==> config.mk <==
export PLATFORM = sky130hd
export DESIGN_NAME = conv_coeff_loader
export DESIGN_NICKNAME = d
export VERILOG_FILES = /design/src/rtl/conv_coeff_loader.sv
export SDC_FILE = /design/constraint.sdc
export NUM_CORES = 1
export LEC_CHECK = 0
export BUFFER_PORTS_ARGS = -buffer_cell sky130_fd_sc_hd__buf_2
export CAP_MARGIN = 20
export CORE_MARGIN = 1.5
export CORE_UTILIZATION = 47
export CTS_BUF_LIST = sky130_fd_sc_hd__clkbuf_4
export DETAILED_ROUTE_END_ITERATION = 6
export GPL_TIMING_DRIVEN = 0
export SLEW_MARGIN = 20
export SYNTH_ARGS = -nofsm -noshare
export SYNTH_HDL_FRONTEND = slang
export SYNTH_SLANG_ARGS = --single-unit
==> constraint.sdc <==
create_clock -name clk -period 7.3 [get_ports clk]
set_clock_uncertainty 0.15 [all_clocks]
set_input_delay 0.365 -clock clk [delete_from_list [all_inputs] [get_ports clk]]
set_output_delay 0.365 -clock clk [all_outputs]
set_load 0.005 [all_outputs]
==> src/rtl/conv_coeff_loader.sv <==
// 3x3 convolution coefficient loader: host-written shadow bank, vsync-safe swap
// into an active bank that is streamed one coefficient per cycle while vs_i is high.
module conv_coeff_loader #(
  parameter int COEFF_W = 9,
  parameter int N_COEFF = 9
) (
  input  logic               clk,
  input  logic               rst,
  input  logic               wr_en_i,
  input  logic [3:0]         wr_addr_i,
  input  logic [COEFF_W-1:0] wr_data_i,
  input  logic               commit_i,
  input  logic               vs_i,
  output logic [COEFF_W-1:0] coeff_o,
  output logic               pending_o,
  output logic               load_done_o,
  output logic               err_o
);

  typedef enum logic [1:0] {IDLE, STREAM, HOLD} state_e;
  typedef logic [N_COEFF-1:0][COEFF_W-1:0] bank_t;

  localparam logic [3:0] N_IDX = 4'(N_COEFF);

  function automatic bank_t ident_bank();
    bank_t b;
    b = '0;
    b[N_COEFF/2] = COEFF_W'(1);
    return b;
  endfunction

  localparam bank_t IDENT = ident_bank();

  // Assert asynchronously, release two edges after rst rises.
  logic [1:0] rsync_q, rsync_d;
  logic       rst_n;

  assign rsync_d = {rsync_q[0], 1'b1};
  assign rst_n   = rsync_q[1];

  always_ff @(posedge clk or negedge rst) begin
    if (!rst) rsync_q <= '0;
    else      rsync_q <= rsync_d;
  end

  bank_t      shadow_q, shadow_d, active_q, active_d;
  logic       pending_q, pending_d;
  logic       err_q, err_d;
  logic       done_q, done_d;
  logic [3:0] idx_q, idx_d;
  state_e     state_q, state_d;
  logic       swap;

  always_comb begin
    shadow_d  = shadow_q;
    active_d  = active_q;
    pending_d = pending_q;
    swap      = pending_q && !vs_i;
    // Swap copies the pre-write shadow; a same-edge write lands in shadow only.
    if (swap) active_d = shadow_q;
    if (wr_en_i && (wr_addr_i < N_IDX)) shadow_d[wr_addr_i] = wr_data_i;
    err_d = wr_en_i && (wr_addr_i >= N_IDX);
    if (swap)          pending_d = 1'b0;
    else if (commit_i) pending_d = 1'b1;

    if (!vs_i)              idx_d = '0;
    else if (idx_q < N_IDX) idx_d = idx_q + 4'd1;
    else                    idx_d = idx_q;
  end

  always_comb begin
    state_d = state_q;
    done_d  = 1'b0;
    case (state_q)
      IDLE:   if (vs_i) state_d = STREAM;
      STREAM: begin
        if (!vs_i) state_d = IDLE;
        else if (idx_d == N_IDX) begin
          state_d = HOLD;
          done_d  = 1'b1;
        end
      end
      HOLD:   if (!vs_i) state_d = IDLE;
      default: state_d = IDLE;
    endcase
  end

  always_ff @(posedge clk or negedge rst_n) begin
    if (!rst_n) begin
      shadow_q  <= IDENT;
      active_q  <= IDENT;
      pending_q <= 1'b0;
      err_q     <= 1'b0;
      done_q    <= 1'b0;
      idx_q     <= '0;
      state_q   <= IDLE;
    end else begin
      shadow_q  <= shadow_d;
      active_q  <= active_d;
      pending_q <= pending_d;
      err_q     <= err_d;
      done_q    <= done_d;
      idx_q     <= idx_d;
      state_q   <= state_d;
    end
  end

  assign coeff_o     = (rst_n && vs_i && (idx_q < N_IDX)) ? active_q[idx_q] : '0;
  assign pending_o   = pending_q;
  assign load_done_o = done_q;
  assign err_o       = err_q;

endmodule

==> Word-level counts from Yosys, hierarchy flattened <==
Index checks and enable logic that the tools add are counted.
{ "totals": {"regBits": 173, "latchBits": 0, "mem_bits_rw": 0, "mem_bits_ro": 0, "input_bits": 18, "out_inout_bits": 12, "word_cells": 65, "n_memories": 0} }
{ "classes": {"addsub": 1, "mul": 0, "div": 0, "n_lt_le_gt_ge": 6, "eq_ne": 6, "shift": 0, "n_mux": 18, "n_bitwise": 0, "n_reduce_logical": 10} }
{ "ops": {"columns": ["cell", "n"], "rows": [
  ["81-bit bitwise mux", 1],
  ["9-bit binary-select mux with 4-bit select", 1],
  ["9-bit demux with 4-bit select", 1],
  ["9-bit 2-to-1 mux", 3],
  ["4-bit by 5-bit < comparator with 1-bit output (second input constant)", 2],
  ["4-bit < comparator (second input constant)", 2],
  ["2-bit 2-to-1 mux", 4],
  ["4-bit 2-to-1 mux", 2],
  ["1-bit logical AND", 6],
  ["2-bit one-hot mux with 3 select lines", 1],
  ["1-bit 2-to-1 mux", 5],
  ["4-bit by 1-bit adder with 4-bit output (second input constant)", 1],
  ["4-bit equality test (second input constant)", 1],
  ["4-bit by 1-bit >= comparator with 1-bit output (second input constant)", 1],
  ["4-bit >= comparator (second input constant)", 1],
  ["2-bit != test (second input constant)", 2],
  ["3-bit != test (second input constant)", 1],
  ["3-bit AND reduction", 1],
  ["2-bit by 1-bit equality test with 1-bit output (second input constant)", 1],
  ["2-bit equality test (second input constant)", 1],
  ["2-bit zero test", 1],
  ["2-bit nonzero test", 1],
  ["1-bit zero test", 1]
]} }

==> Depth between registers and ports, before layout <==
{ "logic_depth": {"ltp_word": 7, "mapped_depth": 9, "ltp_nobuf": 6} }

==> Worst setup path before layout <==
OpenSTA, ideal clock, no wires.
{ "synth_path": {"path_kind": "register to output", "from": "register rsync_q[1]", "to": "output coeff_o[0]", "arrival_ns": 5.381, "required_ns": 6.785, "path_slack_ns": 1.404, "stages_incl_launch_ff": 3, "n_path_buf": 0, "cell_sequence": "dfrtp_1 nand3_1 a21oi_1"} }
{ "synth_between": {"elab_chain_cells": 3} }
{ "synth_rtl": {"columns": ["item", "line", "rtl"], "rows": [
  ["start: declaration", "35", "logic [1:0] rsync_q, rsync_d;"],
  ["start signal: assignment", "43", "else rsync_q <= rsync_d;"],
  ["1-bit logical AND (2 in a row)", "108", "assign coeff_o = (rst_n && vs_i && (idx_q < N_IDX)) ? active_q[idx_q] : '0;"],
  ["9-bit 2-to-1 mux", "108", null],
  ["end: declaration", "14", "output logic [COEFF_W-1:0] coeff_o,"]
]} }
No other way between the ends.

==> Worst setup path in the final report <==
{ "layout_path": {"from": "register idx_q[1]", "to": "output coeff_o[1]"} }
{ "layout_between": {"elab_chain_cells": 3} }
{ "layout_rtl": {"columns": ["item", "line", "rtl"], "rows": [
  ["start: declaration", "50", "logic [3:0] idx_q, idx_d;"],
  ["start signal: assignment", "103", "idx_q <= idx_d;"],
  ["9-bit binary-select mux with 4-bit select / 4-bit < comparator (equally long branches)", "108", null],
  ["9-bit 2-to-1 mux (implied by the code) / 1-bit logical AND (equally long branches)", "108", null],
  ["9-bit 2-to-1 mux *", "108", null]
]} }
Mark *: on every way between the ends. The rest lies on a longest branch, timed or not. The select of a mux whose other input is x is not followed.

==> impl_metrics.csv <==
group,metric,value,unit
run_status,status,"complete, no violations",
sta,fin_crit,3.51,ns
setup_path,crit_path_end_kind,"output pin",
routing,first_pass_iters,4,
floorplanning,fp.dieW,128,um
cts,htreeDepth,4,
worst_hold_path,hp-class,"flop to async pin",
global_routing,grt_pass1_wl,23.4,mm
routing,dr_total_vias,4112,
finish,finalInstanceArea,8110,um^2
routing,viasPerCell,5.65,
logic_synthesis,ys_top_cells_by_area,"dfrtp_1, mux2_2, mux4_1, mux2i_1, a221oi_1",
setup_path,slowest_delay,0.61,ns
sta,hold_viol,0,
sta,finalMaxSlewViolations,0,
routing,wl_per_cell,20.1,um
routing,final_antenna_net_count,0,
cts,clkLatencyLatePin,0.54,ns
routing,wirelength,14.7,mm
flow_run,maxCapViolations,0,
logic_synthesis,synth.most_common_cell,"dfrtp_1",
setup_path,worstPathCellList,"clkbuf_2 > buf_1 > inv_1 > ha_1 > nand2b_1 > nand2_1 > nand3_1 > a21oi_1 > buf_2",
cts,tritoncts,"built",
logic_synthesis,yosys.cell_types.count,46,
floorplanning,die_y,128,um
placement,dp.cells,689,
setup_path,crit_slowest_cell,"buf_1",
placement,dpl-instance-area,7770,um^2
cts,clk_pin_slew,0.12,ns
logic_synthesis,syn-num-nets,492,
sta,rsz0062_at_grt,"no",
setup_path,path_class,"flop to output pin",
sta,fmax,285,MHz
sta,setup_viol,0,
sta,holdWs,0.0239,ns
pwr,power_density,292,nW/um^2
logic_synthesis,netlist_area,7320,um^2
finish,finalNetCount,547,
routing,drc,0,
floorplanning,dieArea,16300,um^2
cts,cts_resized,0,
routing,drt_iter0_drc,237,
sta,worstMarginPinSlew,0.822,ns
sta,maxSlewHeadroom,44.8,%
logic_synthesis,synth_top_area_share,58.5,%
cts,ctsRootBufferMaster,"clkbuf_4",
finish,drive_gt1_share,46.3,%
sta,post-route-period-util,48.0,%
floorplanning,core_area,15200,um^2
logic_synthesis,synth.avg_cell_area,15.5,um^2
logic_synthesis,synth_commonest_cells,"dfrtp_1, mux2_2, mux2i_1, nand2_1, a21oi_1",
cts,clock_sinks,173,
global_routing,overflow,0,
finish,syn_to_final_growth,10.8,%
cts,numCtsBuffers,17,
logic_synthesis,synthFlopType,"dfrtp_1",
floorplanning,start_util,48.1,%
logic_synthesis,synth_seq_cells,173,
logic_synthesis,synth_edf_count,0,
global_routing,antenna_found_initial,1,
finish,final_cells,728,
pwr,p_leak,3.59,nW
setup_path,critPathBufInv,4,
logic_synthesis,async_flop_share,100,%
setup_path,worstPathRequired,6.78,ns
global_routing,grt_usage,19.3,%
setup_path,crit_fanout,10,
floorplanning,io_pins,30,
logic_synthesis,synth_seq_area_share,59.2,%
global_routing,grt_pass1_vias,4193,
placement,place.detailed.hpwl,10.0,mm
logic_synthesis,yosys_warnings,0,
placement,place.gp.congestion,0.736,
floorplanning,fp-row-count,45,
placement,io_buffers,26,
cts,cts_max_path_buffers,2,
setup_path,cpLargestDelayFamily,"buffers and inverters",
setup_path,cp-start-kind,"flop",
global_routing,grt_max_degree,60,
logic_synthesis,netlist_instances,472,
setup_path,arrival,2.99,ns
pwr,ir_drop,0.114,mV
logic_synthesis,synth_top_area_cell,"dfrtp_1",
report_power, final:
part           total, mW  internal, mW  switching [mW]
logic              0.476         0.290           0.186
clock network      0.532         0.230           0.303
registers           1.36          1.23           0.132
registers in the layout (all words and copies together) (netlist names):
register,count
active_q,81
idx_q,4
pending_o,1
shadow_q,81
rsync_q,2
state_q,2
err_o,1
load_done_o,1
per-stage QoR:
step           power [mW]  TNS, ns  setup slack (ns)  util, %
2_1_floorplan        1.71        0              1.40        -
3_3_place_gp         1.82   -10.02             -1.17     50.6
3_5_place_dp         1.86        0              4.32     51.1
4_1_cts              2.40        0              3.70     53.3
5_1_grt              2.50        0              3.53     53.3
6_report             2.37        0              3.79     53.3
final timing paths:
path                                     end  slack, ns  cells after the start         start
min in group clk                shadow_q[62]       0.03                      2  wr_data_i[8]
max in group asynchronous       shadow_q[36]       6.11                      2    rsync_q[1]
worst min register to register   active_q[7]       0.02                      0    rsync_q[1]
worst max register to register    state_q[0]       4.46                      7      idx_q[1]
worst min-delay path             active_q[7]       0.02                      0    rsync_q[1]
worst max-delay path              coeff_o[1]       3.79                      9      idx_q[1]
worst reg2reg max path: stages, from the launching register on:
cell       delay (ns)
dfrtp_1          0.37
clkbuf_2         0.23
buf_1            0.61
inv_1            0.10
ha_1             0.32
a2111oi_0        0.49
o22ai_1          0.21
o211a_1          0.27
cell type report:
cell class,instances,area (um^2)
well taps,188,235
flip-flops and latches,173,4340
fillers,1313,7090
repair buffers,36,283
plain buffers,22,140
multi-input cells,273,2830
clock buffers,18,135
inverters,4,15.0
clock inverters,12,129
diodes,2,5.00
repair_timing:
item,CTS,global route
endpoints found under the setup margin,0,0
endpoints found under the hold margin,6,0
setup buffers,0,0
hold buffers,7,0
layer usage:
| layer | wire (um) | share of wire [%] | GRT usage [%] | up-vias |
|---|---|---|---|---|
| met5 | 0 | 0 | 0 | - |
| met3 | 478 | 3.3 | 4.67 | 15 |
| met1 | 6700 | 46 | 26.1 | 2192 |
| met2 | 7310 | 50 | 31.5 | 59 |
| met4 | 172 | 1.2 | 5.29 | 0 |
| li1 | - | - | - | 1846 |
logic make-up (layout without fill, tap and decap cells):
kind of cell	after synthesis	count (layout)	synth area share, %
AND/OR/NAND/NOR	43	43	4.26
multiplexers	190	190	30.7
XOR/XNOR	1	1	0.120
adder cells (fa/ha/maj)	2	2	0.342
other	1	3	0.0512
flip-flops	173	173	59.2
AO/OA/AOI/OAI	36	36	3.21
buffers and inverters	26	92	2.12
cell usage in the layout, fill, tap and decap left out, types with 2 or more instances in the layout:
cell type      instances
clkbuf_4              18
ha_1                   2
mux4_1                 8
nand3_1                3
clkbuf_2               2
nor2_1                 5
nor3_4                 2
dfstp_2                2
o21ai_1                2
nand2b_1               3
dfrtp_1              170
nor2b_1                2
nand4_2                2
buf_1                  2
mux2i_1               18
inv_1                  4
bufinv_16              3
buf_16                 3
buf_2                 36
o21ai_0                8
buf_6                  2
clkbuf_1               4
a221oi_1               9
dlygate4sd3_1          7
nand2_1               14
a21oi_1               11
mux2_2               162
diode_2                2
clkinv_2               4
clkinv_1               5
nand2_2                2
Power figures use the tool's default switching activity.
